$ cat src/rtl/fir_sample_feeder.sv
// fir_sample_feeder: buffers upstream samples in a small FIFO and emits one
// sample every RATE_DIV clocks to the FIR sink. An empty FIFO at emission time
// produces a flagged zero sample so the filter cadence never breaks.
module fir_sample_feeder #(
  parameter int DATA_W   = 24,
  parameter int DEPTH    = 16,
  parameter int RATE_DIV = 1250
) (
  input  logic                     clk,
  input  logic                     reset,
  input  logic                     run,
  input  logic [DATA_W-1:0]        wr_data,
  input  logic                     wr_valid,
  output logic                     wr_ready,
  output logic [DATA_W-1:0]        ast_sink_data,
  output logic                     ast_sink_valid,
  output logic [1:0]               ast_sink_error,
  output logic [$clog2(DEPTH):0]   fill_level
);

  localparam int AW = $clog2(DEPTH);
  localparam int CW = $clog2(RATE_DIV);
  localparam logic [AW:0]   FULL    = (AW+1)'(DEPTH);
  localparam logic [CW-1:0] CNT_MAX = CW'(RATE_DIV - 1);

  logic [DATA_W-1:0] mem [DEPTH];
  logic [AW-1:0]     wr_ptr, rd_ptr;
  logic [AW:0]       count;
  logic [CW-1:0]     cnt;
  logic              refused;
  logic              push, pop, tick, empty, refuse;

  // Ready looks only at registered occupancy; a same-cycle pop does not
  // open a slot for a push.
  assign wr_ready   = !reset && (count != FULL);
  assign empty      = (count == '0);
  assign push       = wr_valid && wr_ready;
  assign refuse     = wr_valid && !wr_ready && !reset;
  assign tick       = run && (cnt == CNT_MAX);
  assign pop        = tick && !empty;
  assign fill_level = count;

  // Pacing counter: held at 0 while stopped so a restart gives a full period.
  always_ff @(posedge clk) begin
    if (reset || !run || tick) cnt <= '0;
    else                       cnt <= cnt + CW'(1);
  end

  // Sample storage; writes are blocked during reset through wr_ready.
  always_ff @(posedge clk) begin
    if (push) mem[wr_ptr] <= wr_data;
  end

  // Pointers wrap naturally; occupancy tracks push/pop, unchanged on both.
  always_ff @(posedge clk) begin
    if (reset) begin
      wr_ptr <= '0;
      rd_ptr <= '0;
      count  <= '0;
    end else begin
      if (push) wr_ptr <= wr_ptr + AW'(1);
      if (pop)  rd_ptr <= rd_ptr + AW'(1);
      case ({push, pop})
        2'b10:   count <= count + (AW+1)'(1);
        2'b01:   count <= count - (AW+1)'(1);
        default: count <= count;
      endcase
    end
  end

  // Sticky refused-push flag; a refusal in the tick cycle itself is kept
  // for the following emission.
  always_ff @(posedge clk) begin
    if (reset)       refused <= 1'b0;
    else if (tick)   refused <= refuse;
    else if (refuse) refused <= 1'b1;
  end

  // Emission register: strobe in the cycle after the tick, data/error hold.
  always_ff @(posedge clk) begin
    if (reset) begin
      ast_sink_valid <= 1'b0;
      ast_sink_data  <= '0;
      ast_sink_error <= 2'b00;
    end else begin
      ast_sink_valid <= tick;
      if (tick) begin
        ast_sink_data  <= pop ? mem[rd_ptr] : '0;
        ast_sink_error <= {refused, empty};
      end
    end
  end

endmodule

$ cat config.mk
export PLATFORM = sky130hd
export DESIGN_NAME = fir_sample_feeder
export DESIGN_NICKNAME = d
export VERILOG_FILES = /design/src/rtl/fir_sample_feeder.sv
export SDC_FILE = /design/constraint.sdc
export NUM_CORES = 1
export LEC_CHECK = 0
export ABC_AREA = 0
export CAP_MARGIN = 20
export CORE_ASPECT_RATIO = 0.9
export CORE_MARGIN = 10
export CORE_UTILIZATION = 65
export DETAILED_ROUTE_END_ITERATION = 6
export PLACE_DENSITY_LB_ADDON = 0.3
export SLEW_MARGIN = 0
export SYNTH_ARGS = -nofsm -noshare
export SYNTH_HDL_FRONTEND = slang
export SYNTH_SLANG_ARGS = --single-unit
export TNS_END_PERCENT = 20
$ cat constraint.sdc
create_clock -name clk -period 6.5 [get_ports clk]
set_input_delay 0.65 -clock clk [delete_from_list [all_inputs] [get_ports clk]]
set_output_delay 0.65 -clock clk [all_outputs]
set_load 0.005 [all_outputs]
==> impl_metrics.json <==
{
  "slew_headroom_pct": 28.33,
  "grt_overflow_total": 0,
  "fin_area_sq_mm": 0.01959,
  "area_growth_pct": 14.19,
  "dr.pass1.iters": 5,
  "startpoint_type": "flop",
  "cp_top_family": "simple AND/OR/NAND/NOR gates",
  "grt_max_degree": 69,
  "synth_ff_type": "edfxtp_1",
  "cts.repair.resized": 0,
  "worst_pin_slew_ns": 1.072,
  "yosysTopAreaCell": "edfxtp_1",
  "pin_count": 61,
  "path_class": "reg -> reg",
  "finalWeightedCongestion": 0.7827,
  "slowest_delay_ns": 0.54,
  "initial_core_util_pct": 65.98,
  "numPortBuffers": 60,
  "h-tree-depth": 2,
  "synth_top_area_share_pct": 67.23,
  "crit_path_max_fanout": 52,
  "ys_async_sr_fraction_pct": 0,
  "clkTransAtPathRegs_ns": 0.06,
  "crit_chain": "ha_1 -> nor4b_2 -> and3_2 -> buf_4 -> nand2_1 -> nor2_1 -> ha_1 -> xor2_1 -> ha_1 -> a21o_1 -> nand3_1 -> a31oi_1 -> mux2_2",
  "cts.sinks": 440,
  "postCtsHoldBufs": 0,
  "first_iter_violations": 918,
  "vias": 8637,
  "yosysWarnings": 0,
  "irDropWorstVdd_mv": 0.2634,
  "hold_viol": 0,
  "status": "finished, final reports clean",
  "totalWireLength_um": 35230,
  "layout_common_cells": "edfxtp_1 (384), mux4_2 (96), clkdlybuf4s50_1 (60)",
  "syn-num-nets": 926,
  "crit_slowest_cell": "buf_4",
  "ys_ff_latch": 440,
  "fin_crit_sh_pct": 56.34,
  "layout_min_cycle_time_ns": 3.662,
  "synth-edff-count": 384,
  "cp-end-kind": "flop",
  "die-area_sq_mm": 0.03330,
  "ant_nets": 0,
  "cap_viol_max_count": 0,
  "synth_area_leaders": "edfxtp_1 (67%), mux4_2 (13%), dfxtp_1 (6.5%), mux2_2 (3.4%), nand4b_1 (1.2%)",
  "nets": 989,
  "die_h_um": 174.1,
  "fp.dieW_um": 191.2,
  "placed_cell_area_sq_mm": 0.01816,
  "fp-row-count": 56,
  "drc": 0,
  "final_common_cell": "edfxtp_1",
  "yosysSeqAreaShare_pct": 73.76,
  "fmax_mhz": 273.1,
  "grt_pass1_vias": 8783,
  "clock_skew_ns": 0.01296,
  "rsz0062_at_grt": "false",
  "maxSlewViolCount": 0,
  "clock_path_buffers": 3,
  "path_common_cell": "ha_1",
  "viasPerCell": 6.475,
  "setup-violations-final": 0,
  "syn_avg_cell_area_sq_um": 19.32,
  "antenna_found_initial": 0,
  "crit_arrival_ns": 4.08,
  "dp_hpwl_um": 19130,
  "grt_use_total_pct": 21.44,
  "power.density_mw_per_mm2": 291.2,
  "core_area_sq_mm": 0.02599,
  "avgRoutedWirePerCell_um": 26.41,
  "clock_latency_ns": 0.53,
  "post-cts-setup-buffer-count": 0,
  "grt_first_pass_wirelength_um": 54280,
  "setup_tns_ns": 0,
  "power_leakage_nw": 6.099,
  "worst-path-buf-inv": 1,
  "drive_gt1_share_pct": 25.69,
  "cts_tree": "yes",
  "syn_area_sq_mm": 0.01715,
  "numCtsBuffers": 43,
  "cts_root_buffer": "clkbuf_16",
  "worstHoldPathType": "reg -> reg",
  "ys_types": 43,
  "synth_cells": 888,
  "cp.required_ns": 6.92
}
## path summary, 6_finish.rpt
path / startpoint / to / slack, ns / cells after the start
worst min register to register: ast_sink_error[1] / ast_sink_error[1] / 0.45 / 2
worst min-delay path: ast_sink_error[1] / ast_sink_error[1] / 0.45 / 2
worst max register to register: cnt[0] / fill_level[4] / 2.84 / 13
worst max-delay path: cnt[0] / fill_level[4] / 2.84 / 13
## power breakdown
part	switching [mW]	internal [mW]
Clock	1.01	1.48
Sequential	0.00857	3.09
Combinational	0.0790	0.0415
## cells by family after synthesis
kind of cell | share of synthesized area, %
XOR/XNOR | 0.7149
adder cells (fa/ha/maj) | 0.7294
AND/OR/NAND/NOR | 6.120
flip-flops | 73.76
multiplexers | 16.14
AO/OA/AOI/OAI | 0.8608
buffers and inverters | 1.678
## per-stage QoR
stage / cells / power (mW) / util [%] / setup WS (ns) / hold WS [ns]
3_5_place_dp: 1254 / 3.275 / 69.86 / 2.428 / 0.4513
5_1_grt: 1333 / 5.851 / 75.34 / 2.625 / 0.4742
2_1_floorplan: 888 / 3.201 / - / 2.969 / 0.4410
6_report: 1334 / 5.704 / 75.35 / 2.838 / 0.4549
3_3_place_gp: 1254 / 3.269 / 69.86 / 2.528 / 0.4430
4_1_cts: 1333 / 5.731 / 75.34 / 2.865 / 0.4607
## cells in the mapped netlist (2+ instances only)
| cell | number |
|---|---|
| nor2_1 | 36 |
| nand2_1 | 37 |
| xnor2_1 | 5 |
| buf_2 | 14 |
| a31oi_1 | 2 |
| xor2_1 | 9 |
| inv_1 | 8 |
| nand2b_1 | 5 |
| mux2i_1 | 2 |
| or3_1 | 2 |
| and2_1 | 2 |
| buf_1 | 3 |
| edfxtp_1 | 384 |
| nor3_1 | 8 |
| nor2b_1 | 4 |
| and3_1 | 2 |
| nand4_1 | 29 |
| mux2_2 | 52 |
| mux4_2 | 96 |
| clkbuf_1 | 32 |
| a21oi_1 | 10 |
| dfxtp_1 | 56 |
| o21ai_0 | 4 |
| nand3_1 | 31 |
| nand4b_1 | 24 |
| ha_1 | 10 |
| buf_6 | 5 |
## flip-flops by register name, indices dropped and copies added, names as in the netlist, named ones only
signal,count
rd_ptr,4
wr_ptr,4
fill_level,5
cnt,11
mem,384
ast_sink_error,2
ast_sink_valid,1
refused,1
ast_sink_data,24
## final cells by class
class / instances / area [sq um]
Antenna cell: 1 / 2.502
Clock buffer: 57 / 1181
Clock inverter: 22 / 244.0
Fill cell: 1418 / 6407
Inverter: 8 / 30.03
Multi-Input combinational cell: 386 / 4343
Sequential cell: 440 / 12660
Tap cell: 348 / 435.4
Timing Repair Buffer: 72 / 690.7
## worst reg2reg max path, stage by stage, from the launching register on
cell and delay, ns:
dfxtp_1 0.41, ha_1 0.16, nor4b_2 0.32, and3_2 0.24, buf_4 0.54, nand2_1 0.17
nor2_1 0.18, ha_1 0.37, xor2_1 0.18, ha_1 0.23, a21o_1 0.13, nand3_1 0.08
a31oi_1 0.21, mux2_2 0.35
## routing by layer
| layer | global-route usage, % | routed length [um] |
|---|---|---|
| met5 | 0 | 0 |
| met1 | 30.93 | 14470 |
| met2 | 33.59 | 17300 |
| met3 | 3.361 | 2737 |
| met4 | 6.116 | 724 |
No activity file was read; power rests on OpenSTA's default activity.
